==> config.mk <==
export PLATFORM = sky130hd
export DESIGN_NAME = fb_txcounters
export DESIGN_NICKNAME = d
export VERILOG_FILES = /design/src/rtl/fb_txcounters.sv
export SDC_FILE = /design/constraint.sdc
export NUM_CORES = 1
export LEC_CHECK = 0
export ABC_CLOCK_PERIOD_IN_PS = 5400
export CORE_AREA = 5 5 69 77
export CTS_BUF_LIST = sky130_fd_sc_hd__clkbuf_4 sky130_fd_sc_hd__clkbuf_8
export DETAILED_ROUTE_END_ITERATION = 6
export DIE_AREA = 0 0 74 82
export PLACE_DENSITY_LB_ADDON = 0.15
export SLEW_MARGIN = 20
export SYNTH_ARGS = -nofsm -noshare
export SYNTH_HDL_FRONTEND = slang
export SYNTH_SLANG_ARGS = --single-unit
==> constraint.sdc <==
create_clock -name MTxClk -period 5.4 [get_ports MTxClk]
set_clock_uncertainty 0.1 [all_clocks]
set_input_delay 1.62 -clock MTxClk [delete_from_list [all_inputs] [get_ports MTxClk]]
set_output_delay 1.62 -clock MTxClk [all_outputs]
set_load 0.005 [all_outputs]
==> src/rtl/fb_txcounters.sv <==
// Transmit-side counters for the frame builder: per-state cycle counter with
// end-of-state pulses, frame-CRC/IPG counter with done pulse, and data byte count.
module fb_txcounters #(
  parameter int PRE_NIB   = 16,
  parameter int NUMB_NIB  = 4,
  parameter int DIST_NIB  = 8,
  parameter int DELAY_NIB = 8,
  parameter int CRC_NIB   = 8,
  parameter int FCRC_NIB  = 8,
  parameter int IPG_NIB   = 24
) (
  input  logic        MTxClk,
  input  logic        Reset,
  input  logic        StateIdle,
  input  logic        StatePreamble,
  input  logic        StateSoC,
  input  logic        StateNumb,
  input  logic        StateDelay,
  input  logic        StateCrc,
  input  logic        StateFrmCrc,
  input  logic [1:0]  StateDist,
  input  logic [1:0]  StateDelayDist,
  input  logic [1:0]  StateData,
  output logic        PreambleStateEnd,
  output logic        NumbStateEnd,
  output logic        DistStateEnd,
  output logic        DelayStateEnd,
  output logic        CrcStateEnd,
  output logic        StartTxDone,
  output logic [7:0]  StCnt,
  output logic [7:0]  FrmCnt,
  output logic [15:0] ByteCnt
);

  localparam logic [7:0] PRE_END   = 8'(PRE_NIB - 1);
  localparam logic [7:0] NUMB_END  = 8'(NUMB_NIB - 1);
  localparam logic [7:0] DIST_END  = 8'(DIST_NIB - 1);
  localparam logic [7:0] DELAY_END = 8'(DELAY_NIB - 1);
  localparam logic [7:0] CRC_END   = 8'(CRC_NIB - 1);
  localparam logic [7:0] DONE_END  = 8'(FCRC_NIB + IPG_NIB - 1);

  localparam bit CFG_BAD =
    (PRE_NIB   < 1) || (PRE_NIB   > 255) ||
    (NUMB_NIB  < 1) || (NUMB_NIB  > 255) ||
    (DIST_NIB  < 1) || (DIST_NIB  > 255) ||
    (DELAY_NIB < 1) || (DELAY_NIB > 255) ||
    (CRC_NIB   < 1) || (CRC_NIB   > 255) ||
    (FCRC_NIB  < 1) || (IPG_NIB   < 0)   ||
    (FCRC_NIB + IPG_NIB > 255);

  generate
    if (CFG_BAD) begin : g_cfg_err
      $error("fb_txcounters: count limit outside 1..255");
    end
  endgenerate

  logic [7:0]  r_stcnt;
  logic [7:0]  r_frmcnt;
  logic [15:0] r_bytecnt;
  logic        w_any_end;
  logic        w_st_clr;

  assign PreambleStateEnd = StatePreamble & (r_stcnt == PRE_END);
  assign NumbStateEnd     = StateNumb     & (r_stcnt == NUMB_END);
  assign DistStateEnd     = StateDist[1]  & (r_stcnt == DIST_END);
  assign DelayStateEnd    = StateDelay    & (r_stcnt == DELAY_END);
  assign CrcStateEnd      = StateCrc      & (r_stcnt == CRC_END);
  assign StartTxDone      = StateFrmCrc   & (r_frmcnt == DONE_END);

  assign w_any_end = PreambleStateEnd | NumbStateEnd | DistStateEnd |
                     DelayStateEnd | CrcStateEnd;
  // Clearing on the end pulse is what makes each pulse last exactly one cycle.
  assign w_st_clr  = StateIdle | StateSoC | StateDist[0] | StateDelayDist[0] |
                     StateData[0] | StateData[1] | w_any_end;

  always_ff @(posedge MTxClk or posedge Reset) begin
    if (Reset) begin
      r_stcnt <= '0;
    end else if (w_st_clr) begin
      r_stcnt <= '0;
    end else if (r_stcnt != 8'hFF) begin
      r_stcnt <= r_stcnt + 8'd1;
    end
  end

  always_ff @(posedge MTxClk or posedge Reset) begin
    if (Reset) begin
      r_frmcnt <= '0;
    end else if (!StateFrmCrc) begin
      r_frmcnt <= '0;
    end else if (r_frmcnt != 8'hFF) begin
      r_frmcnt <= r_frmcnt + 8'd1;
    end
  end

  // Byte count survives Crc/FrmCrc so it can be read after the payload.
  always_ff @(posedge MTxClk or posedge Reset) begin
    if (Reset) begin
      r_bytecnt <= '0;
    end else if (StateIdle) begin
      r_bytecnt <= '0;
    end else if (StateData[1]) begin
      r_bytecnt <= r_bytecnt + 16'd1;
    end
  end

  assign StCnt   = r_stcnt;
  assign FrmCnt  = r_frmcnt;
  assign ByteCnt = r_bytecnt;

endmodule

==> results of run 1 <==
## synthesized netlist by cell type, drive strengths merged
cell type	instances
ha	3
o2111a	1
clkbuf	1
o31ai	1
mux2i	6
nand2	15
o211a	1
inv	6
or2b	1
nand3	9
nand4	9
mux2	2
a31oi	3
and4	3
or3b	1
nor3	7
a211oi	5
nor2	27
or2	1
xnor2	4
o41ai	1
a21oi	5
or4b	1
nor4	2
dfrtp	32
o21ai	5
o311a	1
or3	1
buf	4
and2	1
o2111ai	1
xor2	8
nor2b	3
and3	7
or4	3
## where the power goes
| part | internal, W | leakage, nW | total (W) | switching (W) |
|---|---|---|---|---|
| combinational | 0.0000211 | 0.520 | 0.0000382 | 0.0000171 |
| clock | 0.000102 | 0.0510 | 0.000191 | 0.0000893 |
| sequential | 0.000243 | 0.443 | 0.000247 | 0.00000429 |
| total | 0.000366 | 1.01 | 0.000476 | 0.000111 |
## per-layer routing
layer  GRT usage (%)  share of wire [%]  vias up
met1            16.1                 45      703
met2            22.9                 49       31
met4            5.62                1.1        0
met5               0                  0        -
li1                -                  -      767
met3            4.53                5.2        4
## cells by family after synthesis
family,Yosys count
DFF,32
adders and majority gates,3
buffers and inverters,11
xor gates and xnor gates,12
and+or+nand+nor,91
muxes,8
AOI/OAI and AO/OA,24
## critical path, delay by kind of cell
kind | cells | cell delay [ps]
buf+inv | 2 | 950
simple gates | 2 | 550
## layout by cell type, fill, tap and decap left out, types with 3 or more instances in the layout
master,count
sky130_fd_sc_hd__o21ai_0,4
sky130_fd_sc_hd__ha_1,3
sky130_fd_sc_hd__clkdlybuf4s50_1,51
sky130_fd_sc_hd__nand4_1,8
sky130_fd_sc_hd__clkbuf_8,6
sky130_fd_sc_hd__dfrtp_1,32
sky130_fd_sc_hd__mux2i_1,6
sky130_fd_sc_hd__a31oi_1,3
sky130_fd_sc_hd__buf_4,3
sky130_fd_sc_hd__nand2_1,15
sky130_fd_sc_hd__nand3_1,9
sky130_fd_sc_hd__inv_1,6
sky130_fd_sc_hd__and3_1,6
sky130_fd_sc_hd__or4_1,3
sky130_fd_sc_hd__xnor2_1,4
sky130_fd_sc_hd__nor2b_1,3
sky130_fd_sc_hd__nor3_1,6
sky130_fd_sc_hd__a211oi_1,5
sky130_fd_sc_hd__a21oi_1,5
sky130_fd_sc_hd__nor2_1,27
sky130_fd_sc_hd__xor2_1,8
## through the flow
step / instance area [um2] / setup slack (ps)
global route: 2390 / 479
finish: 2390 / 559
floorplan: 1720 / 1510
detailed placement: 2300 / 542
global placement: 2300 / 551
CTS: 2390 / 545
## registers in the layout, indices dropped and copies added, names as in the netlist
| register | count |
|---|---|
| StCnt | 8 |
| FrmCnt | 8 |
| ByteCnt | 16 |
## final timing paths
path | startpoint | end | slack, ps
min in group asynchronous | Reset | FrmCnt[1]$_DFFE_PP0P_ | 1620
hold reg to reg | FrmCnt[0]$_DFFE_PP0P_ | FrmCnt[0]$_DFFE_PP0P_ | 440
hold / removal | FrmCnt[0]$_DFFE_PP0P_ | FrmCnt[0]$_DFFE_PP0P_ | 440
setup / recovery | StateNumb | NumbStateEnd | 560
setup reg to reg | StCnt[0]$_DFFE_PP0P_ | StCnt[1]$_DFFE_PP0P_ | 3470
max in group asynchronous | Reset | StCnt[2]$_DFFE_PP0P_ | 3290
## cell type report
type / count / area (um2) / share of cell area [%]
inverters: 6 / 22.5 / 0.942
repair buffers: 54 / 533 / 22.3
clock buffers: 6 / 82.6 / 3.45
clock inverters: 2 / 10.0 / 0.419
well taps: 56 / 70.1 / 2.93
multi-input cells: 138 / 872 / 36.5
flip-flops and latches: 32 / 801 / 33.5
==> flow_summary.rst, run 1 <==
.. list-table::
   :header-rows: 1

   * - Metric
     - Value
   * - Clk Tree Root Cell
     - sky130_fd_sc_hd__clkbuf_8
   * - Vias in the first global route
     - 1,422
   * - Normalized max-slew margin
     - 60.5%
   * - Number of cells upsized or downsized after cts
     - 0
   * - Required @ worst endpoint
     - 3680 ps
   * - Ratio of cells with drive above 1 in the final layout
     - 8.82%
   * - Clock-pin transition on the worst setup and hold timing paths
     - 70 ps
   * - Number of placed I/O pins
     - 53
   * - Worst hold slack after final layout
     - 440 ps
   * - Number of sinks driven by the clock tree
     - 32
   * - Clk_lat worst skew
     - 280 ps
   * - Sequential area share after synthesis
     - 46.5%
   * - Number of antenna violations at the first check in global routing
     - 0
   * - Total DRC errors in the routed layout
     - 0
   * - Iteration-0 DRC Markers
     - 65
   * - Starting density of the core
     - 38.0%
   * - Leakage power
     - 1.01 nW
   * - Critical path cell sequence
     - clkdlybuf4s50_1 -> or3b_2 -> nor2_1 -> clkdlybuf4s50_1
   * - Overall routing resource usage
     - 13.7%
   * - Number of cells on the worst reg-to-reg path
     - 5
   * - Critical path peak fanout
     - 2
   * - Antenna Diode Count
     - 0
   * - Parity-gate share of the synthesized area counting xor and xnor cells
     - 6.11%
   * - Number of hold violations in the final report
     - 0
   * - Post-Place Cells
     - 286
   * - Number of buffers created by CTS
     - 5
   * - Detailed-route vias per instance
     - 5.12
   * - Routability congestion estimate
     - 0.778
   * - Number of distinct library cell variants in the gate-level netlist after synthesis
     - 42
   * - Result of the run
     - finished clean
   * - Number of register bits inferred by synthesis
     - 32
   * - Setup total negative slack
     - 0 ps
   * - Post-synth top area share
     - 46.5%
   * - Synthesized area per cell
     - 9.50 um2
   * - Die Area
     - 6070 um2
   * - TritonCTS clock tree
     - built
   * - Final HPWL from detailed placement
     - 2.82 mm
   * - Max cap viols
     - 0
   * - Die height
     - 82 um
   * - Post-route total power
     - 0.000476 W
   * - Fmax achieved
     - 0.207 GHz
   * - Critical path's largest stage delay
     - 500 ps
   * - Arr. time, crit path
     - 3120 ps
   * - Number of warning messages in the yosys log
     - 0
   * - Most common cell type on the critical path
     - sky130_fd_sc_hd__clkdlybuf4s50_1
   * - Dominant combinational cell family by area after synthesis
     - simple AND/OR/NAND/NOR gates
   * - Count of TritonRoute iterations in the first routing pass
     - 4
   * - Post-route fraction of the period consumed by the critical path
     - 89.6%
   * - Largest net degree at the start of global routing
     - 33
   * - Remaining Overflow, GRT
     - 0
   * - Post-Syn Nets
     - 199
   * - Layout overhead on the synthesized area
     - 39.0%
   * - Largest buffer count on any clock path
     - 2
   * - Non-filler instance count after layout
     - 294
   * - Share of synthesized area spent on multiplexers
     - 4.80%
   * - Antenna violation net count after detailed routing
     - 0
   * - Crit. End Element
     - output port
   * - Final number of max-transition violations
     - 0
   * - Startpoint class of the critical path
     - primary input
   * - Number of I/O port buffers
     - 51
   * - Transition time of the tightest slew-check pin
     - 587 ps
   * - Top cells by area, synth
     - sky130_fd_sc_hd__dfrtp_1 (47%), sky130_fd_sc_hd__nor2_1 (5.9%), sky130_fd_sc_hd__xor2_1 (4.1%)
   * - Unrepaired setup endpoints after global routing
     - no
   * - Routed vias
     - 1,505
   * - Routed len/inst
     - 13.3 um
   * - Share of synthesized cell area in full adder, half adder and majority cells
     - 2.18%
   * - Global-route wire length before repair
     - 6.42 mm
   * - Slowest cell on crit path
     - sky130_fd_sc_hd__clkdlybuf4s50_1
   * - Post-synthesis share of cell area spent on and, or, nand and nor gates
     - 27.9%
   * - Fin crit period
     - 4840 ps
   * - Critical setup path kind
     - primary input to output port
   * - Cell Pwr Density
     - 199 nW/um2
   * - Path type of the worst min-delay path
     - flip-flop to flip-flop
   * - Complex-gate fraction of the synthesized area
     - 9.67%
   * - Syn Std Cell Area
     - 1720 um2
   * - Hold Crit Depth
     - 1
   * - Buffers inserted during post-CTS setup optimization
     - 0
   * - Die Wd
     - 74 um
   * - Nets
     - 255
   * - CORE AREA
     - 4520 um2
   * - Worst vdd rail ir drop
     - 100 uV
   * - Cts hold-fix bufs
     - 0
   * - Final design utilization
     - 52.9%
   * - Cell type contributing the most total cell area after synthesis
     - sky130_fd_sc_hd__dfrtp_1
   * - Final setup viols
     - 0
   * - Filler instances
     - 439
   * - Routed wire length
     - 3.92 mm
   * - CTS H-tree lvls
     - 2
   * - Synthesized instance count
     - 181
   * - Core Rows
     - 26
(Power assumes the default switching activity.)
==> inputs of run 2 (changes only) <==
GPL_TIMING_DRIVEN = 0   (was unset)
==> run 2 against run 1 <==
  * Combinational power shrank 4%
  * Core utilization shrank 0.42 points
  * Die area is the same
  * Sequential share of layout area grew 0.26 points
==> flow_summary.rst, run 2 (synthesized netlist as in run 1, its figures left out) <==
.. list-table::
   :header-rows: 1

   * - Metric
     - Value
   * - Result of the run
     - finished clean
   * - Reg-to-Reg Start
     - StCnt[0]$_DFFE_PP0P_
   * - Routed wire length
     - 3.93 mm (+0.36%)
   * - Nets
     - 256 (+0.39%)
   * - Internal power component
     - 0.000355 W (-2.8%)
   * - Final HPWL from detailed placement
     - 2.87 mm (+1.7%)
   * - Required @ worst endpoint
     - 3680 ps (about the same)
   * - Layout overhead on the synthesized area
     - 37.9%
   * - Number of I/O port buffers
     - 50 (-2.0%)
   * - Number of cells on the worst reg-to-reg path
     - 5 (unchanged)
   * - Remaining Overflow, GRT
     - 0 (unchanged)
   * - Buffers inserted during post-CTS setup optimization
     - 0 (unchanged)
   * - Hold Crit Depth
     - 1 (unchanged)
   * - Number of buffers created by CTS
     - 5 (unchanged)
   * - Overall routing resource usage
     - 13.5% (-0.21 points)
   * - Number of placed I/O pins
     - 53 (unchanged)
   * - Antenna Diode Count
     - 0 (unchanged)
   * - Leakage power
     - 1.00 nW (-0.91%)
   * - Fin crit period
     - 4980 ps (+140 ps)
   * - Terminus of the critical flop-to-flop path
     - StCnt[2]$_DFFE_PP0P_
   * - Startpoint of the most critical hold path
     - FrmCnt[0]$_DFFE_PP0P_
   * - Setup total negative slack
     - 0 ps (unchanged)
   * - Routed vias
     - 1,541 (+2.4%)
   * - Starting density of the core
     - 38.0% (unchanged)
   * - Startpoint class of the critical path
     - primary input
   * - Arr. time, crit path
     - 3260 ps (+140 ps)
   * - Largest buffer count on any clock path
     - 2 (unchanged)
   * - TritonCTS clock tree
     - built
   * - M2 GR Usage
     - 22.1% (-0.80 points)
   * - Global-route wire length before repair
     - 6.47 mm (+0.75%)
   * - Final number of max-transition violations
     - 0 (unchanged)
   * - Vias in the first global route
     - 1,436 (+0.98%)
   * - Die height
     - 82 um (unchanged)
   * - Number of hold violations in the final report
     - 0 (unchanged)
   * - Die Area
     - 6070 um2 (unchanged)
   * - Largest net degree at the start of global routing
     - 33 (unchanged)
   * - Clk_lat worst skew
     - 270 ps (about the same)
   * - Worst R2R Setup Slack
     - 3490 ps (+20 ps)
   * - Post-route fraction of the period consumed by the critical path
     - 92.2% (+2.6 points)
   * - Routed len/inst
     - 13.4 um (+0.36%)
   * - CORE AREA
     - 4520 um2 (unchanged)
   * - Multi-input logic area
     - 872 um2 (unchanged)
   * - Worst Slack Setup Final
     - 419 ps (-140 ps)
   * - Total DRC errors in the routed layout
     - 0 (unchanged)
   * - Transition time of the tightest slew-check pin
     - 674 ps (+86.6 ps)
   * - Ratio of cells with drive above 1 in the final layout
     - 8.82% (unchanged)
   * - Most common cell after layout, fill and taps aside
     - sky130_fd_sc_hd__clkdlybuf4s50_1
   * - GR Layer Usage met1
     - 16.9% (+0.82 points)
   * - Iteration-0 DRC Markers
     - 88 (+35%)
   * - Filler instances
     - 444 (+1.1%)
   * - Antenna violation net count after detailed routing
     - 0 (unchanged)
   * - Cell Pwr Density
     - 193 nW/um2 (-3.3%)
   * - Clock-pin transition on the worst setup and hold timing paths
     - 60 ps (about the same)
   * - Core Rows
     - 26 (unchanged)
   * - Normalized max-slew margin
     - 55.0% (-5.5 points)
   * - Detailed-route vias per instance
     - 5.24 (+2.4%)
   * - Routability congestion estimate
     - 0.792 (+1.9%)
   * - Clk Tree Root Cell
     - sky130_fd_sc_hd__clkbuf_8
   * - Sequential group share of total power
     - 54.2% (+2.3 points)
   * - Highest-utilization routing layer at the global route stage
     - met2
   * - Part of the power in the clock network
     - 37.8% (-2.3 points)
   * - Fmax achieved
     - 0.201 GHz (-2.8%)
   * - Path type of the worst min-delay path
     - flip-flop to flip-flop
   * - Number of antenna violations at the first check in global routing
     - 0 (unchanged)
   * - Worst vdd rail ir drop
     - 126 uV (+25%)
   * - Final setup viols
     - 0 (unchanged)
   * - Number of cells upsized or downsized after cts
     - 0 (unchanged)
   * - Sw Ratio
     - 22.3% (-0.97 points)
   * - Count of TritonRoute iterations in the first routing pass
     - 4 (unchanged)
   * - Critical path peak fanout
     - 8 (+6)
   * - Cts hold-fix bufs
     - 0 (unchanged)
   * - CTS H-tree lvls
     - 2 (unchanged)
   * - Part of the total power dissipated in combinational logic
     - 8.0% (about the same)
   * - Flip-flop count of the largest register after layout
     - 16 (unchanged)
   * - Most frequent cells in the layout
     - sky130_fd_sc_hd__clkdlybuf4s50_1 (50), sky130_fd_sc_hd__dfrtp_1 (32), sky130_fd_sc_hd__nor2_1 (27)
   * - Number of sinks driven by the clock tree
     - 32 (unchanged)
   * - Area taken by flip-flops and latches
     - 801 um2 (unchanged)
   * - Max cap viols
     - 0 (unchanged)
   * - End point of the most critical hold path
     - FrmCnt[0]$_DFFE_PP0P_
   * - Critical setup path kind
     - primary input to output port
   * - Post-Place Worst Slack
     - 397 ps (-145 ps)
   * - Switching power
     - 0.000102 W (-8.0%)
   * - Unrepaired setup endpoints after global routing
     - no
   * - Critical Path Start
     - StateFrmCrc
   * - Routing usage on met3
     - 4.41% (-0.12 points)
   * - Crit. End Element
     - output port
   * - Worst hold slack after final layout
     - 432 ps (-8.14 ps)
   * - Die Wd
     - 74 um (unchanged)
run 2: cell count changes in the layout (fill, tap and decap cells not counted), sizes merged:
cell           change
clkbuf             +1
clkinv             -1
buf                +1
clkdlybuf4s50      -1
run 2: power groups by stage:
stage	sequential [W]	clock [W]	combinational, W
4_1_cts	0.000248	0.000180	0.0000378
3_5_place_dp	0.000252	0	0.0000377
3_3_place_gp	0.000252	0	0.0000374
2_1_floorplan	0.000252	0	0.0000163
5_1_grt	0.000248	0.000191	0.0000416
6_report	0.000248	0.000173	0.0000368
run 2: worst max path at each step:
stage | end | slack (ps) | cells after the start
2_1_floorplan | NumbStateEnd | 1510 | 2
3_3_place_gp | StartTxDone | 400 | 5
3_5_place_dp | StartTxDone | 400 | 5
4_1_cts | StartTxDone | 400 | 5
5_1_grt | StartTxDone | 300 | 5
6_report | StartTxDone | 420 | 5
run 2: final cells by class:
| type | count | area share, % |
|---|---|---|
| timing repair buffer | 50 | 21.1 |
| inverter | 6 | 0.949 |
| multi-input combinational | 138 | 36.8 |
| clock buffer | 6 | 3.22 |
| tap | 56 | 2.95 |
| clock inverter | 1 | 0.211 |
| sequential | 32 | 33.8 |
| buffer | 5 | 1.05 |
run 2: worst max-delay path, stage by stage:
cell	delay, ps
sky130_fd_sc_hd__clkdlybuf4s50_1	600
sky130_fd_sc_hd__inv_1	120
sky130_fd_sc_hd__nor4_1	210
sky130_fd_sc_hd__and4_1	210
sky130_fd_sc_hd__clkdlybuf4s50_1	490
run 2: stage by stage:
step	total power [W]	std cells	utilization [%]	cell area, um2
global placement	0.000289	287	50.7	2290
detailed placement	0.000290	287	50.7	2290
finish	0.000457	294	52.5	2370
global route	0.000480	294	52.5	2370
CTS	0.000466	294	52.5	2370
floorplan	0.000268	181	-	1720
run 2: layer usage:
metal,wire length [um],vias up
li1,-,766
met1,1680,735
met2,2010,34
met3,204,6
met4,40,0
met5,0,-
